$ cat src/rtl/spi_regfile_pkg.sv
// Shared types and helpers for the SPI register-file peripheral.
`timescale 1ns/1ps
package spi_regfile_pkg;

  typedef enum logic [1:0] {
    IDLE = 2'd0,
    HDR  = 2'd1,
    WR   = 2'd2,
    RD   = 2'd3
  } state_e;

  localparam logic CMD_WRITE = 1'b1;

  // Burst address step: the last real register wraps to 0; out-of-range
  // addresses keep counting and the caller truncates to the header width.
  function automatic logic [31:0] next_addr(input logic [31:0] addr,
                                            input logic [31:0] num_regs);
    if (addr == num_regs - 32'd1) next_addr = '0;
    else                          next_addr = addr + 32'd1;
  endfunction

endpackage

$ cat src/rtl/spi_regfile_periph_if.sv
// SPI pin bundle between a controller (master) and the register peripheral (slave).
`timescale 1ns/1ps
interface spi_regfile_periph_if;
  // No valid/ready here: a transfer is framed by ncs low, copi is sampled and
  // cipo is consumed on sclk rise, and the peripheral updates cipo on sclk fall.
  logic sclk;
  logic ncs;
  logic copi;
  logic cipo;
  logic cipo_oe;

  modport master (output sclk, ncs, copi, input cipo, cipo_oe);
  modport slave  (input sclk, ncs, copi, output cipo, cipo_oe);
endinterface

$ cat src/rtl/spi_sync_edge.sv
// Multi-flop synchroniser with an extra history flop for rise/fall pulses.
`timescale 1ns/1ps
module spi_sync_edge #(
  parameter int   STAGES  = 2,
  parameter logic RST_VAL = 1'b0
) (
  input  logic clk,
  input  logic rst_n,
  input  logic d,
  output logic level,
  output logic rise,
  output logic fall
);

  logic [STAGES-1:0] sync_q;
  logic              prev_q;

  always_ff @(posedge clk or negedge rst_n) begin
    if (!rst_n) begin
      sync_q <= {STAGES{RST_VAL}};
      prev_q <= RST_VAL;
    end else begin
      sync_q <= {sync_q[STAGES-2:0], d};
      prev_q <= sync_q[STAGES-1];
    end
  end

  assign level = sync_q[STAGES-1];
  assign rise  = level & ~prev_q;
  assign fall  = ~level & prev_q;

endmodule

$ cat src/rtl/spi_regfile_periph.sv
// SPI mode-0 peripheral giving burst read/write access to a small register bank.
`timescale 1ns/1ps
module spi_regfile_periph
  import spi_regfile_pkg::*;
#(
  parameter int NUM_REGS    = 5,
  parameter int DATA_W      = 8,
  parameter int ADDR_W      = 7,
  parameter int SYNC_STAGES = 2
) (
  input  logic                       clk,
  input  logic                       rst_n,
  spi_regfile_periph_if.slave        spi,
  output logic [NUM_REGS*DATA_W-1:0] regs_o,
  output logic [NUM_REGS-1:0]        wr_strobe_o,
  output logic                       err_o,
  output state_e                     state_o
);

  localparam int CNT_W = $clog2(ADDR_W + DATA_W + 1);

  logic sclk_rise, sclk_fall, sclk_lvl_unused;
  logic ncs_lvl, ncs_rise, ncs_fall;
  logic copi_lvl, copi_rise_unused, copi_fall_unused;

  spi_sync_edge #(.STAGES(SYNC_STAGES), .RST_VAL(1'b0)) u_sync_sclk (
    .clk(clk), .rst_n(rst_n), .d(spi.sclk),
    .level(sclk_lvl_unused), .rise(sclk_rise), .fall(sclk_fall)
  );
  spi_sync_edge #(.STAGES(SYNC_STAGES), .RST_VAL(1'b1)) u_sync_ncs (
    .clk(clk), .rst_n(rst_n), .d(spi.ncs),
    .level(ncs_lvl), .rise(ncs_rise), .fall(ncs_fall)
  );
  spi_sync_edge #(.STAGES(SYNC_STAGES), .RST_VAL(1'b0)) u_sync_copi (
    .clk(clk), .rst_n(rst_n), .d(spi.copi),
    .level(copi_lvl), .rise(copi_rise_unused), .fall(copi_fall_unused)
  );

  state_e              state_q, state_d;
  logic [CNT_W-1:0]    cnt_q;
  logic [ADDR_W-1:0]   hdr_sr_q;
  logic [ADDR_W:0]     hdr_nxt;
  logic [DATA_W-1:0]   data_sr_q, data_nxt, out_sr_q, out_shift;
  logic [ADDR_W-1:0]   addr_q, addr_inc;
  logic [DATA_W-1:0]   regs_q [NUM_REGS];
  logic [DATA_W-1:0]   rd_cur, rd_inc;
  logic                cur_ok, inc_ok;
  logic                commit_q, load_q, rd_armed_q, rd_last_q, cipo_q, err_q;
  logic [NUM_REGS-1:0] strobe_q;
  logic                sclk_rise_v, sclk_fall_v, partial;

  // An ncs rise in the same cycle as an sclk edge suppresses the edge.
  assign sclk_rise_v = sclk_rise & ~ncs_rise;
  assign sclk_fall_v = sclk_fall & ~ncs_rise;
  assign hdr_nxt     = {hdr_sr_q, copi_lvl};
  assign data_nxt    = {data_sr_q[DATA_W-2:0], copi_lvl};
  assign out_shift   = out_sr_q << 1;
  assign partial     = ((state_q == HDR) || (state_q == WR)) && (cnt_q != '0);
  assign addr_inc    = ADDR_W'(next_addr(32'(addr_q), 32'(NUM_REGS)));
  assign cur_ok      = 32'(addr_q)   < 32'(NUM_REGS);
  assign inc_ok      = 32'(addr_inc) < 32'(NUM_REGS);

  // Read-back values at the current and the next burst address; 0 when out of range.
  always_comb begin
    rd_cur = '0;
    rd_inc = '0;
    for (int i = 0; i < NUM_REGS; i++) begin
      if (addr_q   == ADDR_W'(i)) rd_cur = regs_q[i];
      if (addr_inc == ADDR_W'(i)) rd_inc = regs_q[i];
    end
  end

  always_ff @(posedge clk or negedge rst_n) begin
    if (!rst_n) state_q <= IDLE;
    else        state_q <= state_d;
  end

  always_comb begin
    state_d = state_q;
    case (state_q)
      IDLE: if (ncs_fall) state_d = HDR;
      HDR: begin
        if (ncs_rise) state_d = IDLE;
        else if (sclk_rise_v && (cnt_q == CNT_W'(ADDR_W)))
          state_d = (hdr_nxt[ADDR_W] == CMD_WRITE) ? WR : RD;
      end
      WR:      if (ncs_rise) state_d = IDLE;
      RD:      if (ncs_rise) state_d = IDLE;
      default: state_d = IDLE;
    endcase
  end

  always_ff @(posedge clk or negedge rst_n) begin
    if (!rst_n) begin
      cnt_q      <= '0;
      hdr_sr_q   <= '0;
      data_sr_q  <= '0;
      out_sr_q   <= '0;
      addr_q     <= '0;
      commit_q   <= 1'b0;
      load_q     <= 1'b0;
      rd_armed_q <= 1'b0;
      rd_last_q  <= 1'b0;
      cipo_q     <= 1'b0;
      err_q      <= 1'b0;
      strobe_q   <= '0;
      for (int i = 0; i < NUM_REGS; i++) regs_q[i] <= '0;
    end else begin
      strobe_q <= '0;
      err_q    <= 1'b0;
      commit_q <= 1'b0;
      load_q   <= 1'b0;

      if (commit_q) begin
        for (int i = 0; i < NUM_REGS; i++) begin
          if (addr_q == ADDR_W'(i)) begin
            regs_q[i]   <= data_sr_q;
            strobe_q[i] <= 1'b1;
          end
        end
        if (!cur_ok) err_q <= 1'b1;
        addr_q <= addr_inc;
      end

      if (load_q) begin
        out_sr_q <= rd_cur;
        cipo_q   <= rd_cur[DATA_W-1];
        if (!cur_ok) err_q <= 1'b1;
      end

      case (state_q)
        IDLE: begin
          if (ncs_fall) begin
            cnt_q      <= '0;
            hdr_sr_q   <= '0;
            data_sr_q  <= '0;
            rd_armed_q <= 1'b0;
            rd_last_q  <= 1'b0;
          end
        end
        HDR: begin
          if (sclk_rise_v) begin
            hdr_sr_q <= hdr_nxt[ADDR_W-1:0];
            if (cnt_q == CNT_W'(ADDR_W)) begin
              cnt_q  <= '0;
              addr_q <= hdr_nxt[ADDR_W-1:0];
              load_q <= (hdr_nxt[ADDR_W] != CMD_WRITE);
            end else begin
              cnt_q <= cnt_q + CNT_W'(1);
            end
          end
        end
        WR: begin
          if (sclk_rise_v) begin
            data_sr_q <= data_nxt;
            if (cnt_q == CNT_W'(DATA_W - 1)) begin
              cnt_q    <= '0;
              commit_q <= 1'b1;
            end else begin
              cnt_q <= cnt_q + CNT_W'(1);
            end
          end
        end
        RD: begin
          // Only falls that follow a data rise shift; the header's last fall is skipped.
          if (sclk_rise_v) begin
            rd_armed_q <= 1'b1;
            if (cnt_q == CNT_W'(DATA_W - 1)) begin
              cnt_q     <= '0;
              rd_last_q <= 1'b1;
            end else begin
              cnt_q <= cnt_q + CNT_W'(1);
            end
          end else if (sclk_fall_v && rd_armed_q) begin
            rd_armed_q <= 1'b0;
            if (rd_last_q) begin
              rd_last_q <= 1'b0;
              addr_q    <= addr_inc;
              out_sr_q  <= rd_inc;
              cipo_q    <= rd_inc[DATA_W-1];
              if (!inc_ok) err_q <= 1'b1;
            end else begin
              out_sr_q <= out_shift;
              cipo_q   <= out_shift[DATA_W-1];
            end
          end
        end
        default: ;
      endcase

      if (ncs_rise) begin
        cnt_q <= '0;
        if (partial) err_q <= 1'b1;
      end
      if (ncs_lvl) cipo_q <= 1'b0;
    end
  end

  always_comb begin
    regs_o = '0;
    for (int i = 0; i < NUM_REGS; i++) regs_o[i*DATA_W +: DATA_W] = regs_q[i];
  end

  assign wr_strobe_o = strobe_q;
  assign err_o       = err_q;
  assign state_o     = state_q;
  assign spi.cipo    = cipo_q & ~ncs_lvl;
  assign spi.cipo_oe = ~ncs_lvl;

endmodule

$ cat src/flat_wrapper.sv
// flat-port wrapper written by rule: the top's interface ports become plain ports
module spi_regfile_periph_flat import spi_regfile_pkg::*;
#(
  parameter int NUM_REGS    = 5,
  parameter int DATA_W      = 8,
  parameter int ADDR_W      = 7,
  parameter int SYNC_STAGES = 2
)
  (clk, rst_n, regs_o, wr_strobe_o, err_o, state_o, spi_sclk, spi_ncs, spi_copi, spi_cipo, spi_cipo_oe);
  spi_regfile_periph_if spi_i ();
  input  logic clk;
  input  logic rst_n;
  output logic [NUM_REGS*DATA_W-1:0] regs_o;
  output logic [NUM_REGS-1:0] wr_strobe_o;
  output logic err_o;
  output state_e state_o;
  input wire logic [$bits(spi_i.sclk)-1:0] spi_sclk;
  input wire logic [$bits(spi_i.ncs)-1:0] spi_ncs;
  input wire logic [$bits(spi_i.copi)-1:0] spi_copi;
  output wire logic [$bits(spi_i.cipo)-1:0] spi_cipo;
  output wire logic [$bits(spi_i.cipo_oe)-1:0] spi_cipo_oe;
  assign spi_i.sclk = spi_sclk;
  assign spi_i.ncs = spi_ncs;
  assign spi_i.copi = spi_copi;
  assign spi_cipo = spi_i.cipo;
  assign spi_cipo_oe = spi_i.cipo_oe;
  spi_regfile_periph #(.NUM_REGS(NUM_REGS), .DATA_W(DATA_W), .ADDR_W(ADDR_W), .SYNC_STAGES(SYNC_STAGES)) u_core (.clk(clk), .rst_n(rst_n), .spi(spi_i), .regs_o(regs_o), .wr_strobe_o(wr_strobe_o), .err_o(err_o), .state_o(state_o));
endmodule
$ cat config.mk
export PLATFORM = sky130hd
export DESIGN_NAME = spi_regfile_periph_flat
export DESIGN_NICKNAME = d
export VERILOG_FILES = /design/src/rtl/spi_regfile_pkg.sv /design/src/rtl/spi_regfile_periph_if.sv /design/src/rtl/spi_sync_edge.sv /design/src/rtl/spi_regfile_periph.sv /design/src/flat_wrapper.sv
export SDC_FILE = /design/constraint.sdc
export NUM_CORES = 1
export LEC_CHECK = 0
export CELL_PAD_IN_SITES_DETAIL_PLACEMENT = 1
export CELL_PAD_IN_SITES_GLOBAL_PLACEMENT = 1
export CORE_AREA = 2 2 140 115
export CTS_BUF_LIST = sky130_fd_sc_hd__clkbuf_4
export CTS_CLUSTER_SIZE = 24
export DETAILED_ROUTE_END_ITERATION = 10
export DIE_AREA = 0 0 142 117
export HOLD_SLACK_MARGIN = 0.05
export PLACE_DENSITY = 0.77
export RECOVER_POWER = 50
export SLEW_MARGIN = 10
export SYNTH_ARGS = -nofsm -noshare
export SYNTH_HDL_FRONTEND = slang
export SYNTH_HIERARCHICAL = 1
export SYNTH_SLANG_ARGS = --single-unit
$ cat constraint.sdc
create_clock -name clk -period 5.5 [get_ports clk]
set_input_delay 1.1 -clock clk [delete_from_list [all_inputs] [get_ports clk]]
set_output_delay 1.1 -clock clk [all_outputs]
set_load 0.005 [all_outputs]
Word-level counts from Yosys, hierarchy flattened
Index checks and enable logic that the tools add are counted.

Register bits after elaboration: 95. Bits of input ports: 5. Output and inout port bits: 50.

$add $sub $neg: 2. Order comparisons: 2. Eq/ne operators: 21. Mux-type cells: 76. Bitwise gates (word level): 13. Reductions and logical operators: 24.

Operators by type and width (count): $mux 8 (17); $mux 7 (9); $mux 1 (34); $eq 7x2->1 const B (4); $pmux 7 s2 (2); $mux 4 (4); $pmux 8 s2 (1); $eq 7x1->1 const B (2); $eq 7x3->1 const B (2); $logic_not 7->1 (2); $lt 7x3->1 const B (2); $reduce_and 2->1 (6); $reduce_and 3->1 (4); $ne 3x1->1 const B (3); $mux 2 (4); $ne 2x1->1 const B (4); $pmux 4 s2 (1); $add 7x1->7 const B (1); $and 1x1->1 (7); $not 1->1 (6); $pmux 2 s3 (1); $reduce_bool 2->1 (3); $mux 5 (1); $add 4x1->4 const B (1); 13 further kinds (17).

Longest topological paths before layout
Gate-level depths: netlist of the first run.

Word-level depth: 13. Mapped depth: 11.

Cells and area by module
The synthesis of the first run kept the hierarchy.

By module, submodules not included: spi_regfile_periph (times used 1, cells each 540, area each 4931.0 µm²); spi_sync_edge (u_core.u_sync_copi ...) (times used 2, cells each 5, area each 90.1 µm²); spi_sync_edge (u_core.u_sync_ncs) (times used 1, cells each 5, area each 93.8 µm²).

Least setup slack after synthesis of the first run
Ideal clock, no wire load.

Kind: register -> register. Start: register u_core.addr_q[0]. End: register u_core.out_sr_q[1]. Setup time: 0.132 ns. Arrival time: 2.164 ns. Required time: 5.368 ns. Path slack: 3.203 ns. Cell stages (with the launch flop): 9. Buffers on the path: 2. Period minus slack after synthesis: 2.297 ns. Cell sequence: dfrtp_1 -> buf_2 -> inv_1 -> ha_1 -> or4_1 -> buf_4 -> a211o_4 -> o221ai_1 -> a32oi_1.

Cells in the longest elaborated chain, start to end: 12.

Ends and longest elaborated chain: start, declared (RTL line spi_regfile_periph.sv:44) `logic [ADDR_W-1:0] addr_q, addr_inc;`; start signal, assigned (RTL line spi_regfile_periph.sv:122) `addr_q <= addr_inc;`; start signal, assigned (RTL line spi_regfile_periph.sv:146) `addr_q <= hdr_nxt[ADDR_W-1:0];`; start signal, assigned (RTL line spi_regfile_periph.sv:178) `addr_q <= addr_inc;`; $add 7x1->7 or $eq 7x3->1 (tied branches) (RTL line spi_regfile_pkg.sv:19, spi_regfile_pkg.sv:18, spi_regfile_periph.sv:68); $mux 7 (RTL line spi_regfile_pkg.sv:18) `if (addr == num_regs - 32'd1) next_addr = '0;`; $logic_not 7->1 (RTL line spi_regfile_periph.sv:69) `if (addr_inc == ADDR_W'(i)) rd_inc = regs_q[i];`; $mux 8 (5 in a row) (RTL line spi_regfile_periph.sv:69); $mux 8 (RTL line spi_regfile_periph.sv:176) `if (rd_last_q) begin`; $mux 8 (RTL line spi_regfile_periph.sv:174) `end else if (sclk_fall_v && rd_armed_q) begin`; $mux 8 (RTL line spi_regfile_periph.sv:166) `if (sclk_rise_v) begin`; $mux 8 (*) (RTL line spi_regfile_periph.sv:131) `case (state_q)`; end signal, assigned (RTL line spi_regfile_periph.sv:126) `out_sr_q <= rd_cur;`; end signal, assigned (RTL line spi_regfile_periph.sv:179) `out_sr_q <= rd_inc;`; end signal, assigned (RTL line spi_regfile_periph.sv:183) `out_sr_q <= out_shift;`; end, declared (RTL line spi_regfile_periph.sv:43) `logic [DATA_W-1:0] data_sr_q, data_nxt, out_sr_q, out_shift;`.

Every way passes the cells marked *; elsewhere a longest branch is shown, timed or not. A chain may end at the register's enable or synchronous reset.

==> flow_metrics.tcl, run 1 <==
set metrics [dict create \
    r2r_slack_ps 2490 \
    finalNetCount 600 \
    p_sw_mw 0.437 \
    dieHeight_um 117 \
    post_cts_buffers 0 \
    grt_use_met2_pct 32.9 \
    crit_arrival_ps 4100 \
    first_pass_iters 5 \
    seq_power_share_pct 54.7 \
    clock.fmax_mhz 274 \
    viasPerCell 5.77 \
    grt_overflow_total 0 \
    first_global_vias 4540 \
    worstReg2RegStart "u_core/addr_q[0]" \
    drive_above_1_share_pct 11.9 \
    critical-path-max-stage-delay_ps 1760 \
    worst_hold_path.endpoint "u_core/u_sync_sclk/sync_q[1]" \
    clk_pin_slew_ps 160 \
    hold_viol 0 \
    rsz0062_at_grt "false" \
    syn_nets 567 \
    netlist_area_sq_um 5160 \
    power_frac_clock_pct 30.8 \
    path_buf_inv 2 \
    clkSinkCount 94 \
    failed_checks "max-capacitance violations, max-slew violations" \
    clock-root-buffer "clkbuf_4" \
    max_slew_margin_pct -69.4 \
    reg2reg_to "u_core/out_sr_q[3]" \
    die_x_um 142 \
    drc 0 \
    grt_usage_pct 20.9 \
    initial_core_util_pct 33.7 \
    fin_skew_ps 16.0 \
    internal-power_mw 0.931 \
    crit_slowest_cell "clkbuf_1" \
    cp_cell_sequence "clkbuf_1 -> clkbuf_2" \
    rr_worst_depth 6 \
    use_met1_pct 28.8 \
    grt_pass1_wl_um 26100 \
    die-area_sq_um 16600 \
    htree_levels 3 \
    insertion_delay_ps 510 \
    placed_cell_area_sq_um 5820 \
    ff_latch_area_sq_um 2360 \
    final.period_utilization_pct 66.4 \
    fillCellCount 1771 \
    wirelength_um 16600 \
    p_leak_nw 2.52 \
    switching_share_pct 31.9 \
    met3_usage_pct 4.76 \
    cp-start-kind "input port" \
    io_buffers 54 \
    multi_input_area_sq_um 2540 \
    grt_antenna_before_repair 1 \
    postLayoutSetupSlackWorst_ps 1850 \
    grt.busiest_layer "met2" \
    dp_cells 767 \
    hold_depth 0 \
    cpLargestDelayFamily "buffers and inverters" \
    stdcell_area_sq_um 5950 \
    vias 4520 \
    status "finished with violations" \
    synth_cells 552 \
    coreArea_sq_um 15300 \
    cp_max_fo 48 \
    p_per_area_nw_per_um2 230 \
    pwr-share-comb_pct 14.5 \
    cts_hold_buf 0 \
    path_class "input port to asynchronous set/reset pin" \
    first_iter_violations 386 \
    cts_buffer_depth 2 \
    report.final.slew_viol_count 48 \
    ant_nets 0 \
    ir_drop_mv 0.139 \
    post-dp-hpwl_um 12100 \
    synth-warning-count 6 \
    min-delay-start "u_core/u_sync_sclk/sync_q[0]" \
    pin_count 55 \
    hold_class "flip-flop to flip-flop" \
    syn_area_per_cell_sq_um 9.36 \
    final-setup-viol-count 0 \
    ctsResizeCount 0 \
    critPathRequiredTime_ps 5950 \
    critPathCaptureType "asynchronous set/reset pin" \
    tightest_slew_ps 2540 \
    grt_max_degree 49 \
    p_total_mw 1.37 \
    fp-row-count 41 \
    gp_congestion 0.881 \
    max_cap_viol_count 1 \
    cts_made_buffers 9 \
    wl_per_cell_um 21.1 \
    period_minus_slack_ps 3650 \
    tns_ps 0 \
    cts_tree "done" \
    place_ws_ps 2550 \
    final_cells 784 \
    area_delta_synth_final_pct 15.2 \
]
[layer usage]
layer | vias up | wire length (um)
met5 | - | 0
met4 | 0 | 226
met3 | 22 | 905
met2 | 129 | 7620
met1 | 2315 | 7800
li1 | 2054 | -
[cell type report]
class	instances	share of cell area (%)
multi-input combinational	398	42.8
sequential	94	39.6
timing repair buffer	57	9.32
tap	193	4.06
inverter	25	1.58
clock inverter	7	1.49
clock buffer	9	1.14
antenna	1	0.0421
[power groups by stage]
stage | Clock, mW | Combinational, mW | Sequential [mW]
finish | 0.422 | 0.198 | 0.748
global route | 0.466 | 0.224 | 0.753
CTS | 0.441 | 0.200 | 0.748
detailed placement | 0 | 0.199 | 0.762
global placement | 0 | 0.186 | 0.759
floorplan | 0 | 0.123 | 0.752
[sequential cells by signal, indices dropped and copies added (netlist names), 2 cells and up]
name	count
u_core/state_o	2
u_core/hdr_sr_q	7
u_core/data_sr_q	8
u_core/u_sync_ncs/sync_q	2
u_core/cnt_q	4
u_core/out_sr_q	7
u_core/u_sync_sclk/sync_q	2
u_core/addr_q	7
u_core/wr_strobe_o	5
u_core/u_sync_copi/sync_q	2
u_core/regs_o	40
[metrics by stage]
stage | util [%] | hold WS [ps]
2_1_floorplan | - | 331
3_3_place_gp | 37.9 | 334
3_5_place_dp | 37.9 | 339
4_1_cts | 38.9 | 361
5_1_grt | 38.8 | 377
6_report | 38.8 | 363
[how the worst max path moves through the flow]
| stage | from | to | slack [ps] | depth (start not counted) |
|---|---|---|---|---|
| floorplan | u_core/addr_q[0] | u_core/out_sr_q[1] | 3200 | 8 |
| CTS | u_core/addr_q[0] | u_core/out_sr_q[3] | 2480 | 6 |
| finish | rst_n | u_core/cnt_q[3] | 1850 | 2 |
| global placement | u_core/addr_q[0] | u_core/err_o | 2680 | 6 |
| detailed placement | u_core/addr_q[0] | u_core/out_sr_q[3] | 2550 | 6 |
| global route | rst_n | u_core/cnt_q[2] | 1290 | 2 |
[worst register-to-register path: stages, from the launching register on]
cell and delay (ps):
dfrtp_1 590, ha_1 850, xnor2_1 150, or4_1 610, a211o_4 410, o221ai_1 180, a32oi_1 90
[cell usage in the layout (no fill, tap or decap), types with 7 or more instances in the layout]
master           count
inv_1               24
a22o_1              12
a21oi_1             50
o21ai_0             47
nand3_1             21
clkdlybuf4s50_1     50
nand2_1             84
o211ai_1             8
ha_1                10
a22oi_1             10
clkbuf_4             9
nor2_1              29
a32oi_1              7
mux2_2              39
dfrtp_1             91
(Power assumes the default switching activity.)
==> run 2, diff against run 1 <==
--- a/config.mk
+++ b/config.mk
@@ -13,7 +13,7 @@
 export DETAILED_ROUTE_END_ITERATION = 10
 export DIE_AREA = 0 0 142 117
 export HOLD_SLACK_MARGIN = 0.05
-export PLACE_DENSITY = 0.77
+export PLACE_DENSITY = 0.79
 export RECOVER_POWER = 50
 export SLEW_MARGIN = 10
 export SYNTH_ARGS = -nofsm -noshare
==> constraint.sdc (replaced) <==
create_clock -name clk -period 3 [get_ports clk]
set_input_delay 0.6 -clock clk [delete_from_list [all_inputs] [get_ports clk]]
set_output_delay 0.6 -clock clk [all_outputs]
set_load 0.005 [all_outputs]
==> run 2 against run 1 <==
Setup slack worse by 1500 ps. The flow now finishes without violations. Critical path type is now flip-flop to flip-flop. Final area is 2.1% higher. Sequential cell count stayed put. Final cell count is 1.7% higher. Routed wire length is 1.8% lower. First-iteration DRC count is 10% higher. Critical path depth is 4 higher. Register-to-register slack worse by 2200 ps. Non-clock buffer count is 16 higher. Global-route usage is 0.75 points lower.
==> flow_metrics.tcl, run 2 (synthesized netlist as in run 1, its figures left out) <==
set metrics [dict create \
    gp_congestion 0.930 \
    grt_pass1_wl_um 25700 \
    final_common_cell "dfrtp_1" \
    ant_nets 0 \
    first_pass_iters 5 \
    cp_max_fo 11 \
    coreArea_sq_um 15300 \
    clock-root-buffer "clkbuf_4" \
    period_minus_slack_ps 2680 \
    crit_slowest_cell "or4_1" \
    viasPerCell 5.76 \
    clock.fmax_mhz 374 \
    grt_antenna_before_repair 0 \
    cts_made_buffers 9 \
    grt_usage_pct 20.1 \
    tightest_slew_ps 1240 \
    fin_skew_ps 30.1 \
    first_iter_violations 425 \
    die_x_um 142 \
    place_ws_ps 247 \
    largest_register_ffs 40 \
    path_class "flip-flop to flip-flop" \
    drc 0 \
    die-area_sq_um 16600 \
    clkSinkCount 94 \
    hold_viol 0 \
    max_slew_margin_pct 17.5 \
    htree_levels 3 \
    status "completed" \
    drive_above_1_share_pct 14.6 \
    p_total_mw 2.52 \
    cts_buffer_depth 2 \
    final.period_utilization_pct 89.2 \
    insertion_delay_ps 480 \
    clk_pin_slew_ps 150 \
    post-dp-hpwl_um 11600 \
    max_cap_viol_count 0 \
    n_antenna_cell 0 \
    crit_arrival_ps 3050 \
    fp-row-count 41 \
    tns_ps 0 \
    cts_tree "done" \
    p_per_area_nw_per_um2 414 \
    area_delta_synth_final_pct 17.6 \
    rsz0062_at_grt "false" \
    critical_path.most_common_cell "or4_1" \
    wirelength_um 16300 \
    whs_ps 339 \
    critPathRequiredTime_ps 3370 \
    pin_count 55 \
    first_global_vias 4576 \
    wl_per_cell_um 20.4 \
    vias 4588 \
    cp_cell_sequence "or4_1 -> nor2_4 -> or4_1 -> a211o_4 -> o221ai_1 -> a32oi_1" \
    cp-start-kind "flip-flop" \
    fillCellCount 1741 \
    dieHeight_um 117 \
    ir_drop_mv 0.214 \
    initial_core_util_pct 33.7 \
    critPathCaptureType "flip-flop" \
    report.final.slew_viol_count 0 \
    io_buffers 54 \
    final-setup-viol-count 0 \
    postLayoutSetupSlackWorst_ps 323 \
    grt_max_degree 50 \
    layout_common_cells "dfrtp_1, nand2_1, a21oi_1, o21ai_0, clkdlybuf4s50_1" \
    finalNetCount 616 \
    p_leak_nw 2.62 \
    grt_overflow_total 0 \
    hold_class "input port to asynchronous set/reset pin" \
    critical-path-max-stage-delay_ps 730 \
]
run 2: cell count changes in the layout (fill, tap and decap cells not counted), sizes merged:
cell           before  now
buf                 2   16
bufinv              1    2
clkbuf             11   13
clkdlybuf4s50      50   43
clkinvlp            1    0
diode               1    0
dlygate4sd3         3   10
inv                28   26
run 2: area by class of cell:
type | count | area (sq um) | area share (%)
sequential | 94 | 2360 | 38.8
tap | 193 | 241 | 3.98
clock buffer | 9 | 67.6 | 1.11
multi-input combinational | 398 | 2560 | 42.2
timing repair buffer | 73 | 669 | 11.0
clock inverter | 5 | 82.6 | 1.36
inverter | 25 | 93.8 | 1.54
run 2: worst max-delay path: cells and delay by family, from the launching register on:
family / cells / cell delay, ps
AO/OA/AOI/OAI: 3 / 690
AND/OR/NAND/NOR: 3 / 1300
flip-flops: 1 / 570
run 2: power by group:
group          switching, mW  internal [mW]
logic                  0.246          0.114
clock network          0.446          0.334
registers             0.0593           1.32
total                  0.752           1.77
run 2: routing by layer:
layer,GRT usage (%),share of wire [%],vias to the layer above,wire (um)
met5,0,0,-,0
met4,8.40,3.1,0,501
met3,3.86,6.5,43,1060
met2,30.8,45,182,7350
met1,28.1,45,2285,7350
li1,-,-,2078,-
run 2: timing repair:
item / 4_1_cts / 5_1_grt
hold buffers: 0 / 0
buffers inserted: 0 / 3
resized for setup: 0 / 0
endpoints found under the setup margin: 0 / 5
run 2: final timing paths:
check / startpoint / depth (start not counted) / slack, ps / to
worst max-delay path: u_core/addr_q[3] / 6 / 320 / u_core/out_sr_q[1]
worst min-delay path: rst_n / 1 / 340 / u_core/wr_strobe_o[4]
worst max register to register: u_core/addr_q[3] / 6 / 320 / u_core/out_sr_q[1]
worst min register to register: u_core/u_sync_copi/sync_q[0] / 0 / 370 / u_core/u_sync_copi/sync_q[1]
max in group asynchronous: rst_n / 2 / 820 / u_core/data_sr_q[3]
min in group clk: u_core/u_sync_copi/sync_q[0] / 0 / 370 / u_core/u_sync_copi/sync_q[1]
run 2: per-stage QoR:
| stage | cell area [sq um] | util (%) | cells |
|---|---|---|---|
| global placement | 5930 | 38.6 | 780 |
| global route | 6070 | 39.6 | 797 |
| finish | 6070 | 39.6 | 797 |
| CTS | 6080 | 39.6 | 794 |
| detailed placement | 5930 | 38.6 | 780 |
| floorplan | 5160 | - | 552 |
==> run 3, diff against run 2 <==
--- a/config.mk
+++ b/config.mk
@@ -9,6 +9,7 @@
 export CELL_PAD_IN_SITES_GLOBAL_PLACEMENT = 1
 export CORE_AREA = 2 2 140 115
 export CTS_BUF_LIST = sky130_fd_sc_hd__clkbuf_4
+export CTS_CLUSTER_DIAMETER = 60
 export CTS_CLUSTER_SIZE = 24
 export DETAILED_ROUTE_END_ITERATION = 10
 export DIE_AREA = 0 0 142 117
==> results of run 3 <==
The final DEF is identical to that of run 2; final timing and power are the same.
